==> src/rtl/isqrt_pkg.sv <==
// Shared widths and state encoding for the sequential integer square root.
`timescale 1ns/1ps
package isqrt_pkg;
  localparam int ISQRT_W = 16;
  localparam int ROOT_W  = ISQRT_W / 2;
  localparam int REM_W   = ISQRT_W / 2 + 1;
  // {r,d} is REM_W+2 bits; the trial difference must span it
  localparam int TRIAL_W = REM_W + 2;
  localparam int CNT_W   = $clog2(ROOT_W);

  typedef enum logic [1:0] {
    IDLE = 2'd0,
    CALC = 2'd1,
    DONE = 2'd2
  } isqrt_state_t;
endpackage

==> src/rtl/isqrt_step.sv <==
// One restoring square-root digit step: trial subtract {q,01} from {r,d}
// via lookahead add of the inverted operand; keep the difference if >= 0.
`timescale 1ns/1ps
module isqrt_step
  import isqrt_pkg::*;
(
  input  logic [REM_W-1:0]  r,
  input  logic [ROOT_W-1:0] q,
  input  logic [1:0]        d,
  output logic [REM_W-1:0]  r_nxt,
  output logic [ROOT_W-1:0] q_nxt
);
  logic [TRIAL_W-1:0] rd, qd, gen, prp, sum;
  logic [TRIAL_W:0]   cy;
  logic               non_neg;

  assign rd  = {r, d};
  assign qd  = {{(TRIAL_W-ROOT_W-2){1'b0}}, q, 2'b01};
  assign gen = rd & ~qd;
  assign prp = rd ^ ~qd;

  // Each carry formed directly from g/p terms and the carry-in of 1
  always_comb begin
    logic acc, pp;
    cy = '0;
    cy[0] = 1'b1;
    for (int i = 0; i < TRIAL_W; i++) begin
      acc = 1'b0;
      pp  = 1'b1;
      for (int j = i; j >= 0; j--) begin
        acc = acc | (pp & gen[j]);
        pp  = pp & prp[j];
      end
      cy[i+1] = acc | pp;
    end
  end

  assign sum     = prp ^ cy[TRIAL_W-1:0];
  assign non_neg = cy[TRIAL_W];
  assign r_nxt   = non_neg ? sum[REM_W-1:0] : rd[REM_W-1:0];
  assign q_nxt   = {q[ROOT_W-2:0], non_neg};
endmodule

==> src/rtl/isqrt_seq.sv <==
// Sequential 16-bit integer square root: one root bit per cycle,
// valid/ready on both sides, result held until consumed.
`timescale 1ns/1ps
module isqrt_seq
  import isqrt_pkg::*;
(
  input  logic               clk_i,
  input  logic               rst_n_i,
  input  logic [ISQRT_W-1:0] X_i,
  input  logic               in_valid_i,
  output logic               in_ready_o,
  output logic [ROOT_W-1:0]  root_o,
  output logic [REM_W-1:0]   rem_o,
  output logic               out_valid_o,
  input  logic               out_ready_i
);
  isqrt_state_t       state;
  logic [ISQRT_W-1:0] x_sh;
  logic [ROOT_W-1:0]  q, q_nxt;
  logic [REM_W-1:0]   r, r_nxt;
  logic [CNT_W-1:0]   k;

  isqrt_step u_step (
    .r     (r),
    .q     (q),
    .d     (x_sh[ISQRT_W-1 -: 2]),
    .r_nxt (r_nxt),
    .q_nxt (q_nxt)
  );

  // Control FSM plus datapath registers; outputs are all registered
  always_ff @(posedge clk_i or negedge rst_n_i) begin
    if (!rst_n_i) begin
      state       <= IDLE;
      x_sh        <= '0;
      q           <= '0;
      r           <= '0;
      k           <= '0;
      root_o      <= '0;
      rem_o       <= '0;
      in_ready_o  <= 1'b1;
      out_valid_o <= 1'b0;
    end else begin
      case (state)
        IDLE: if (in_valid_i) begin
          x_sh       <= X_i;
          q          <= '0;
          r          <= '0;
          k          <= CNT_W'(ROOT_W - 1);
          in_ready_o <= 1'b0;
          state      <= CALC;
        end
        CALC: begin
          r    <= r_nxt;
          q    <= q_nxt;
          x_sh <= x_sh << 2;
          if (k == '0) begin
            root_o      <= q_nxt;
            rem_o       <= r_nxt;
            out_valid_o <= 1'b1;
            state       <= DONE;
          end else begin
            k <= k - 1'b1;
          end
        end
        DONE: if (out_ready_i) begin
          out_valid_o <= 1'b0;
          in_ready_o  <= 1'b1;
          state       <= IDLE;
        end
        default: state <= IDLE;
      endcase
    end
  end
endmodule

==> config.mk <==
export PLATFORM = sky130hd
export DESIGN_NAME = isqrt_seq
export DESIGN_NICKNAME = d
export VERILOG_FILES = /design/src/rtl/isqrt_pkg.sv /design/src/rtl/isqrt_step.sv /design/src/rtl/isqrt_seq.sv
export SDC_FILE = /design/constraint.sdc
export NUM_CORES = 1
export LEC_CHECK = 0
export ABC_AREA = 1
export CORE_MARGIN = 2
export CORE_UTILIZATION = 50
export CTS_CLUSTER_SIZE = 20
export DETAILED_ROUTE_END_ITERATION = 7
export GPL_ROUTABILITY_DRIVEN = 0
export PLACE_DENSITY = 0.76
export SETUP_SLACK_MARGIN = 0.2
export SLEW_MARGIN = 0
export SYNTH_ARGS = -nofsm -noshare
export SYNTH_HDL_FRONTEND = slang
export SYNTH_SLANG_ARGS = --single-unit
==> constraint.sdc <==
create_clock -name clk_i -period 1.7 [get_ports clk_i]
set_input_delay 0.34 -clock clk_i [delete_from_list [all_inputs] [get_ports clk_i]]
set_output_delay 0.34 -clock clk_i [all_outputs]
set_load 0.05 [all_outputs]
# Word-level counts from Yosys, hierarchy flattened
# Cells that the tools add are included.
dict set report word_totals {
  latch_bits 0
  memories 0
  output_inout_bits 19
  in_bits 20
  elab_cells 174
  ramBits 0
  romBits 0
  ff_bits 57
}
dict set report op_classes {
  reduce_logical 11
  n_addsub 1
  n_shift 0
  bitwise 127
  n_lt_le_gt_ge 0
  n_mux 20
  n_div 0
  n_mul 0
  eq_ne 6
}
# op count
set op_table {}
lappend op_table {{1-bit bitwise AND} 76}
lappend op_table {{1-bit OR} 47}
lappend op_table {{16-bit case mux with 2 select lines} 1}
lappend op_table {{9-bit 2-to-1 mux} 2}
lappend op_table {{9-bit case mux with 2 select lines} 1}
lappend op_table {{16-bit 2-to-1 mux} 1}
lappend op_table {{8-bit case mux with 2 select lines} 1}
lappend op_table {{3-bit AND reduction} 4}
lappend op_table {{11-bit bitwise AND} 1}
lappend op_table {{10-bit inverter with 11-bit output} 1}
lappend op_table {{11-bit XOR} 1}
lappend op_table {{9-bit XOR} 1}
lappend op_table {{8-bit 2-to-1 mux} 1}
lappend op_table {{2-bit != test (second input constant)} 4}
lappend op_table {{2-bit 2-to-1 mux} 3}
lappend op_table {{3-bit 2-to-1 mux} 2}
lappend op_table {{2-bit case mux with 3 select lines} 1}
lappend op_table {{3-bit case mux with 2 select lines} 1}
lappend op_table {{2-bit nonzero test} 3}
lappend op_table {{1-bit 2-to-1 mux} 4}
lappend op_table {{1-bit case mux with 2 select lines} 2}
lappend op_table {{2-bit AND reduction} 2}
lappend op_table {{3-bit logical NOT} 1}
lappend op_table {{3-bit by 1-bit subtractor with 3-bit output (second input constant)} 1}
lappend op_table {{other kinds (3)} 3}

# Logic depth before layout (Yosys ltp)
# Gate-level depths: netlist of run 1.
dict set report logic_depth {
  word_depth 16
  mapped_depth 14
  ltp_nobuf 13
}

# Modules after synthesis
# Synthesis of run 1 repeated with hierarchy kept, for this count alone.
dict set report unflattened {
  cells_unflattened 417
  area_unflattened_um2 3238.1
}
# module seq_area_each_um2 area_each_um2 cells_per_inst instances
set by_module_without_submodules {}
lappend by_module_without_submodules {isqrt_seq 1427.6 2513.7 284 1}
lappend by_module_without_submodules {isqrt_step 0.0 724.4 133 1}

# Worst setup path before layout of run 1
# No wires, ideal clock.
dict set report synth_timing {
  kind {reg-to-reg}
  from {register r[2]}
  to {register rem_o[5]}
  period_less_slack_ns 1.773
  required_time_ns 1.581
  path_stages_with_launch 13
  arrival_ns 1.654
  setup_ns 0.119
  path_buffers 2
  slack_ns -0.073
  path_cell_list {dfrtp_1 ha_1 buf_2 nand3_2 nor2_4 nand3_2 nor2_4 nor2_4 nand2_4 buf_8 nand2_2 nand3_1 nand2_1}
}
dict set report synth_via {
  elab_chain_len 9
  word_cells_on_any_way 33
  classes_between {mux (1); bitwise (32)}
}
# item line_no
set synth_rtl {}
lappend synth_rtl {{start, declared} isqrt_seq.sv:20} ;# logic [REM_W-1:0] r, r_nxt;
lappend synth_rtl {{start signal, assigned} isqrt_seq.sv:54} ;# r <= r_nxt;
lappend synth_rtl {{11-bit XOR / 11-bit bitwise AND (equally long branches)} {isqrt_step.sv:20, isqrt_step.sv:19}}
lappend synth_rtl {{1-bit bitwise AND (on tied branches)} {isqrt_step.sv:31, isqrt_step.sv:32}}
lappend synth_rtl {{1-bit OR (tied with other cells) (3 in series)} isqrt_step.sv:31} ;# acc = acc | (pp & gen[j]);
lappend synth_rtl {{1-bit OR / 1-bit bitwise AND (equally long branches)} isqrt_step.sv:31}
lappend synth_rtl {{1-bit OR (on tied branches)} {isqrt_step.sv:34, isqrt_step.sv:31}}
lappend synth_rtl {{9-bit XOR / 1-bit OR (equally long branches)} {isqrt_step.sv:38, isqrt_step.sv:34}}
lappend synth_rtl {{9-bit 2-to-1 mux *} isqrt_step.sv:40} ;# assign r_nxt = non_neg ? sum[REM_W-1:0] : rd[REM_W-1:0];
lappend synth_rtl {{end signal, assigned} isqrt_seq.sv:59} ;# rem_o <= r_nxt;
lappend synth_rtl {{end, declared} isqrt_seq.sv:13} ;# output logic [REM_W-1:0] rem_o,
# Every way passes the cells marked *; elsewhere a longest branch is shown, timed or not.
# A chain may end at the register's enable or synchronous reset.

# Worst setup path in the final report of run 1
dict set report layout_timing {
  from {register r[4]}
  to {register r[4]}
}
dict set report layout_via {
  elab_chain_len 12
  word_cells_on_any_way 26
  classes_between {mux (2); bitwise (24)}
}
# item line_no
set layout_rtl {}
lappend layout_rtl {{11-bit bitwise AND / 11-bit XOR (equally long branches)} {isqrt_step.sv:19, isqrt_step.sv:20}}
lappend layout_rtl {{1-bit bitwise AND (on tied branches)} {isqrt_step.sv:31, isqrt_step.sv:32}}
lappend layout_rtl {{1-bit OR (tied with other cells) (5 in series)} isqrt_step.sv:31}
lappend layout_rtl {{1-bit OR / 1-bit bitwise AND (equally long branches)} isqrt_step.sv:31}
lappend layout_rtl {{1-bit OR} isqrt_step.sv:31}
lappend layout_rtl {{1-bit OR *} isqrt_step.sv:34} ;# cy[i+1] = acc | pp;
lappend layout_rtl {{9-bit 2-to-1 mux *} isqrt_step.sv:40}
lappend layout_rtl {{9-bit case mux with 2 select lines *} isqrt_seq.sv:44} ;# case (state)
# Marked as above.

==> flow_metrics.py, run 1 <==
metrics = {
    "clock_tree": {
        "clk_path_buf_depth": 2,
        "cts.sinks": 57,
        "insertion_delay_ps": 340,
        "cts_max_level": 3,
        "cts_tree": "built",
        "cts_root_buf": "clkbuf_8",
        "numCtsBuffers": 9,
        "clk_pin_slew_ps": 70,
    },
    "sta": {
        "worst_pin_slew_ps": 475,
        "setup_slack_ps": -170,
        "min_period_over_period_pct": 110,
        "report.final.slew_viol_count": 0,
        "max_freq_mhz": 535,
        "finalWorstPathRequiredPeriod_ps": 1870,
        "hold_viol": 0,
        "clock_skew_ps": 8.43,
        "maxSlewHeadroom_pct": 68.1,
        "rsz0062_at_grt": "yes",
        "setup_viol": 20,
    },
    "yosys": {
        "dominantRegCellSynth": "dfrtp_1",
        "synth.net_count": 406,
        "ys_warn_count": 0,
        "ys_ff_latch": 57,
        "synth_cell_type_count": 27,
        "synth_top_family_by_area": "simple AND/OR/NAND/NOR gates",
        "synth_edf_count": 0,
        "synth_async_sr_flop_share_pct": 100,
        "synth_mux_area_share_pct": 0,
        "synth_compound_area_share_pct": 10.3,
        "synthCells": 375,
        "yosysSeqAreaShare_pct": 47.9,
        "yosys.area_share.adder_pct": 4.62,
        "synthSimpleGateAreaFrac_pct": 28.7,
        "syn_area_sq_mm": 0.00298,
        "synth.avg_cell_area_sq_um": 7.95,
        "synth-xor-area-share_pct": 0.882,
    },
    "route": {
        "drt_wl_total_mm": 8.52,
        "via_count": 3006,
        "wl_per_cell_microns": 15.8,
        "dr.pass1.iters": 5,
        "ant_nets": 0,
        "drt_iter0_markers": 233,
        "viasPerCell": 5.57,
        "drcViolationCount": 0,
    },
    "place": {
        "place_hpwl_mm": 5.13,
        "pre_cts_slack_ps": -168,
        "io_buffers": 38,
    },
    "die": {
        "die_w_microns": 81.2,
        "rows": 28,
        "die-area_sq_mm": 0.00659,
        "start_util_pct": 50.9,
        "io-pin-count": 39,
        "core_area_sq_mm": 0.00585,
        "fp.dieH_microns": 81.2,
    },
    "critical_path": {
        "worstPathMaxFanout": 5,
        "cp_slowest_cell": "dfrtp_1",
        "critPathMostFrequentCell": "nor2_4",
        "path_cells": "ha_4 > nand3_4 > nor2_4 > nand3_2 > nor2_4 > nor2_4 > buf_12 > buf_12 > nand3_4 > nand3_2 > nand2_2",
        "crit_required_ps": 1980,
        "rrSetupSlack_ps": -170,
        "slowest_delay_ps": 430,
        "startpoint_type": "register",
        "crit_type": "register to register",
        "arrival_ps": 2150,
        "crit_path_end_kind": "register",
    },
    "layout": {
        "antenna_cells": 0,
        "final.fill_count": 402,
        "final_cell_mix": "nand2_1 (91), buf_4 (58), dfrtp_1 (56)",
        "layout_commonest_cell": "nand2_1",
        "drive_above_1_share_pct": 33.5,
        "syn_to_final_growth_pct": 45.7,
        "nets": 492,
    },
    "global_route": {
        "antenna_found_initial": 0,
        "first_global_vias": 3015,
        "grt_max_degree": 36,
        "grt_pass1_wl_mm": 13.7,
        "grt_use_total_pct": 27.7,
        "grt-ovfl-total": 0,
    },
    "outcome": {
        "failed_checks": "setup timing",
        "outcome": "finished, violations left",
    },
    "min_path": {
        "hold_class": "register to register",
    },
    "flow_run": {
        "drv_cap": 0,
    },
}
[timing repair]
| item | in CTS | in global routing |
|---|---|---|
| setup endpoints to repair | 20 | 31 |
| hold buffers | 1 | 0 |
| pin swaps | 18 | 13 |
| gates resized for setup | 43 | 29 |
| endpoints found under the hold margin | 21 | 0 |
| setup buffers | 9 | 5 |
| cloned | 2 | 0 |
[worst paths after layout]
| kind | start | endpoint | cells past startpoint |
|---|---|---|---|
| max | r[4] | r[4] | 11 |
| min | rem_o[6] | rem_o[6] | 2 |
| max reg2reg | r[4] | r[4] | 11 |
| min reg2reg | rem_o[6] | rem_o[6] | 2 |
| max in group asynchronous | rst_n_i | root_o[6] | 3 |
| min in group asynchronous | rst_n_i | k[1] | 3 |
[critical path, delay by kind of cell, from the launching register on]
family        cells  cell delay (ps)
buf+inv           2              260
fa+ha+maj         1              330
flops             1              430
simple gates      8              790
[metal layers]
metal  GRT usage (%)  up-vias  wire [microns]  share of wire [%]
met3            5.67       39             426                5.0
met2            48.2      109            4590                 54
met5               0        -               0                  0
met4            13.7        0             363                4.3
li1                -     1403               -                  -
met1            32.6     1455            3130                 37
[logic make-up (layout without fill, tap and decap cells)]
| kind of cell | Yosys count | after routing |
|---|---|---|
| xor+xnor | 3 | 3 |
| compound gates | 57 | 57 |
| flops | 57 | 57 |
| buf+inv | 55 | 144 |
| fa+ha+maj | 11 | 11 |
| simple gates | 192 | 193 |
[sequential cells by signal (all words and copies together), names as in the netlist]
register,flops
state,2
x_sh,16
r,9
root_o,8
out_valid_o,1
k,3
in_ready_o,1
rem_o,9
q,8
[area by class of cell]
type / count / area [sq um] / share of cell area, %
clock buffers: 12 / 155 / 3.57
clock inverters: 3 / 40.0 / 0.922
well taps: 75 / 93.8 / 2.16
multi-input cells: 264 / 1650 / 38.0
flip-flops and latches: 57 / 1430 / 32.9
repair buffers: 89 / 823 / 19.0
inverters: 40 / 154 / 3.54
[cell usage after synthesis, types with 2 or more instances]
cell type | count | area, sq um
ha_1 | 11 | 138
nor2_4 | 3 | 33.8
dfrtp_1 | 56 | 1400
nand4_1 | 6 | 37.5
inv_1 | 37 | 139
o22ai_1 | 7 | 43.8
a22oi_1 | 2 | 15.0
nand2_2 | 8 | 50.1
nand3_2 | 2 | 20.0
o21ai_0 | 27 | 135
buf_2 | 7 | 35.0
clkbuf_1 | 7 | 26.3
clkinv_1 | 2 | 7.51
a22o_1 | 2 | 17.5
a21oi_1 | 19 | 95.1
nor2_1 | 28 | 105
nand2_1 | 101 | 379
nand3_1 | 40 | 200
xor2_1 | 2 | 17.5
[metrics by stage]
step	std cells	TNS (ps)	util (%)	cell area, sq um	hold slack [ps]
floorplan	375	-817	-	3000	44.4
finish	540	-2530	74.2	4340	474
CTS	535	-1060	71.5	4180	479
detailed placement	508	-2890	62.1	3640	343
global placement	508	-1510	62.1	3640	338
global route	540	-4440	74.2	4340	497
Power of run 1 is left out: the tool's default activity adds up to more than one toggle a clock period on the data nets, which glitch-free logic cannot reach.
==> inputs of run 2 (changes only) <==
ABC_CLOCK_PERIOD_IN_PS = 1700   (was unset)
==> results of run 2 <==
No change in the layout: final DEF, timing and power equal those of run 1.
Power of run 2 is left out for the same reason.
==> inputs of run 3 (changes only) <==
MAX_ROUTING_LAYER = met4   (was unset)
SYNTH_HIERARCHICAL = 1   (was unset)
==> run 3 against run 2 <==
  * The flow still finishes with violations (setup timing)
  * Sequential share of layout area unchanged
  * Global-route usage decreased by 1.7 points
  * Clock-buffer cell count is the same
  * Area after synthesis up 8.6%
  * Register-to-register slack is essentially flat
  * Critical path depth rose by 2
  * Final area did not move
  * Die area is 8.2% higher
  * Hold slack worse by 18 ps
==> flow_metrics.py, run 3 <==
metrics = {
    "yosys": {
        "dominantRegCellSynth": "dfrtp_1",
        "synth_top_family_by_area": "simple AND/OR/NAND/NOR gates",
        "synth.avg_cell_area_sq_um": 7.77,
        "synth_top_area_share_pct": 43.3,
        "yosysTopAreaCell": "dfrtp_1",
        "synth-xor-area-share_pct": 0.811,
        "synth.net_count": 448,
        "synthCells": 417,
        "yosysMostFrequentCell": "nand2_1",
        "synth_compound_area_share_pct": 9.31,
        "synth_mux_area_share_pct": 0,
        "synthSimpleGateAreaFrac_pct": 30.4,
        "ys_warn_count": 6,
        "syn_area_sq_mm": 0.00324,
        "synthTopCellsByCount": "nand2_1 (164), dfrtp_1 (56), inv_1 (46)",
        "synth_edf_count": 0,
        "ys_ff_latch": 57,
        "yosys.area_share.adder_pct": 4.25,
        "synth_cell_type_count": 29,
        "yosysSeqAreaShare_pct": 44.1,
        "synth_async_sr_flop_share_pct": 100,
        "synth.area.top_cells": "dfrtp_1 (43%), nand2_1 (19%), nand3_1 (5.9%)",
    },
    "route": {
        "drcViolationCount": 0,
        "viasPerCell": 5.34,
        "wl_per_cell_microns": 15.2,
        "drt_wl_total_mm": 8.69,
        "dr.pass1.iters": 4,
        "via_count": 3052,
        "drt_iter0_markers": 202,
        "ant_nets": 0,
    },
    "global_route": {
        "grt-ovfl-total": 0,
        "grt_max_degree": 42,
        "grt_use_total_pct": 26.1,
        "antenna_found_initial": 0,
        "grt_pass1_wl_mm": 14.4,
        "first_global_vias": 3113,
    },
    "layout": {
        "nets": 521,
        "final_cell_mix": "nand2_1 (157), buf_4 (57), dfrtp_1 (56)",
        "layout_commonest_cell": "nand2_1",
        "antenna_cells": 0,
        "syn_to_final_growth_pct": 34.1,
        "top_regs": "x_sh x16, r x9, rem_o x9",
        "final.fill_count": 501,
        "largest_reg_flops": 16,
        "drive_above_1_share_pct": 33.3,
        "fin_area_sq_mm": 0.00434,
        "max_flop_register": "x_sh",
    },
    "place": {
        "placed_cell_area_sq_mm": 0.00383,
        "pre_cts_slack_ps": -210,
        "io_buffers": 38,
        "place_hpwl_mm": 5.31,
    },
    "sta": {
        "hold_viol": 0,
        "setup_slack_ps": -170,
        "report.final.slew_viol_count": 0,
        "finalWorstPathRequiredPeriod_ps": 1870,
        "rsz0062_at_grt": "yes",
        "min_period_over_period_pct": 110,
        "worst_pin_slew_ps": 412,
        "clock_skew_ps": 11.7,
        "setup_viol": 18,
        "maxSlewHeadroom_pct": 72.5,
        "max_freq_mhz": 535,
    },
    "min_path": {
        "hold_class": "input pin to async pin",
    },
    "outcome": {
        "outcome": "finished, violations left",
        "failed_checks": "setup timing",
    },
    "clock_tree": {
        "clk_pin_slew_ps": 70,
        "numCtsBuffers": 9,
        "cts_root_buf": "clkbuf_8",
        "clk_path_buf_depth": 2,
        "cts_tree": "built",
        "cts.sinks": 57,
        "cts_max_level": 3,
        "insertion_delay_ps": 350,
    },
    "flow_run": {
        "drv_cap": 0,
    },
    "die": {
        "io-pin-count": 39,
        "core_area_sq_mm": 0.00631,
        "die_w_microns": 84.5,
        "die-area_sq_mm": 0.00714,
        "rows": 29,
        "start_util_pct": 51.3,
        "fp.dieH_microns": 84.5,
    },
    "critical_path": {
        "crit_path_end_kind": "register",
        "crit_family": "simple AND/OR/NAND/NOR gates",
        "crit_buf_inv": 3,
        "arrival_ps": 2090,
        "path_cells": "ha_4 > inv_4 > nor2_4 > nand2_2 > nor2_2 > nor2_2 > nand2_2 > nand2_4 > buf_12 > nand3_1 > nand2_1 > inv_2 > o21ai_1",
        "startpoint_type": "register",
        "crit_required_ps": 1920,
        "worstPathMaxFanout": 8,
        "slowest_delay_ps": 420,
        "crit_type": "register to register",
        "cp_slowest_cell": "dfrtp_1",
    },
}
## run 3: cell count changes after synthesis, moves of 9 or more
cell	change
buf_4	+13
a21oi_1	-15
nand2_1	+63
nor2_1	-21
o21ai_2	+17
inv_1	+9
o21ai_0	-11
## run 3: path summary, 6_finish.rpt
path                                  start          end  slack (ps)  cells past startpoint
worst min register to register  out_valid_o  out_valid_o         480                      2
min in group clk_i              out_valid_o  out_valid_o         480                      2
worst max-delay path                   r[1]         r[2]        -170                     13
worst min-delay path                rst_n_i    root_o[5]         460                      2
worst max register to register         r[1]         r[2]        -170                     13
max in group asynchronous           rst_n_i   in_ready_o         620                      3
## run 3: area by class of cell
class	instances	area, sq um	share of cell area [%]
clock inverter	4	51.3	1.18
multi-input combinational	289	1690	38.9
inverter	50	193	4.44
tap	77	96.3	2.22
timing repair buffer	83	729	16.8
clock buffer	12	155	3.57
sequential	57	1430	32.9
## run 3: kinds of logic after synthesis
family | Yosys count
adder cells (fa/ha/maj) | 11
flip-flops | 57
AO/OA/AOI/OAI | 44
buffers and inverters | 73
AND/OR/NAND/NOR | 229
XOR/XNOR | 3
## run 3: per-layer routing
layer	up-vias	global-route usage (%)	share of wire, %
met3	35	5.21	4.5
met5	-	-	0
met4	0	11.5	3.3
li1	1450	-	-
met2	99	44.4	51
met1	1468	29.8	41
## run 3: per-stage QoR
stage | std cells | setup TNS, ps | hold WS, ps | utilization [%]
final | 572 | -2690 | 457 | 68.8
after global routing | 572 | -4060 | 487 | 68.8
after CTS | 570 | -1270 | 461 | 67.2
after detailed placement | 545 | -3370 | 290 | 60.6
after global placement | 545 | -2260 | 287 | 60.6
after floorplan | 417 | -432 | 44.4 | -
## run 3: worst register-to-register path: cells and delay by family, from the launching register on
kind	cells	cell delay [ps]
buffers and inverters	3	290
adder cells (fa/ha/maj)	1	320
flip-flops	1	420
AO/OA/AOI/OAI	1	50
AND/OR/NAND/NOR	8	670
## run 3: repair_timing
action	CTS	global route
cloned	2	0
endpoints found under the hold margin	16	0
gates resized for setup	26	24
buffers inserted	6	2
pin swaps	19	14
hold buffers	1	0
setup endpoints to repair	27	37
Power of run 3 is left out for the same reason.
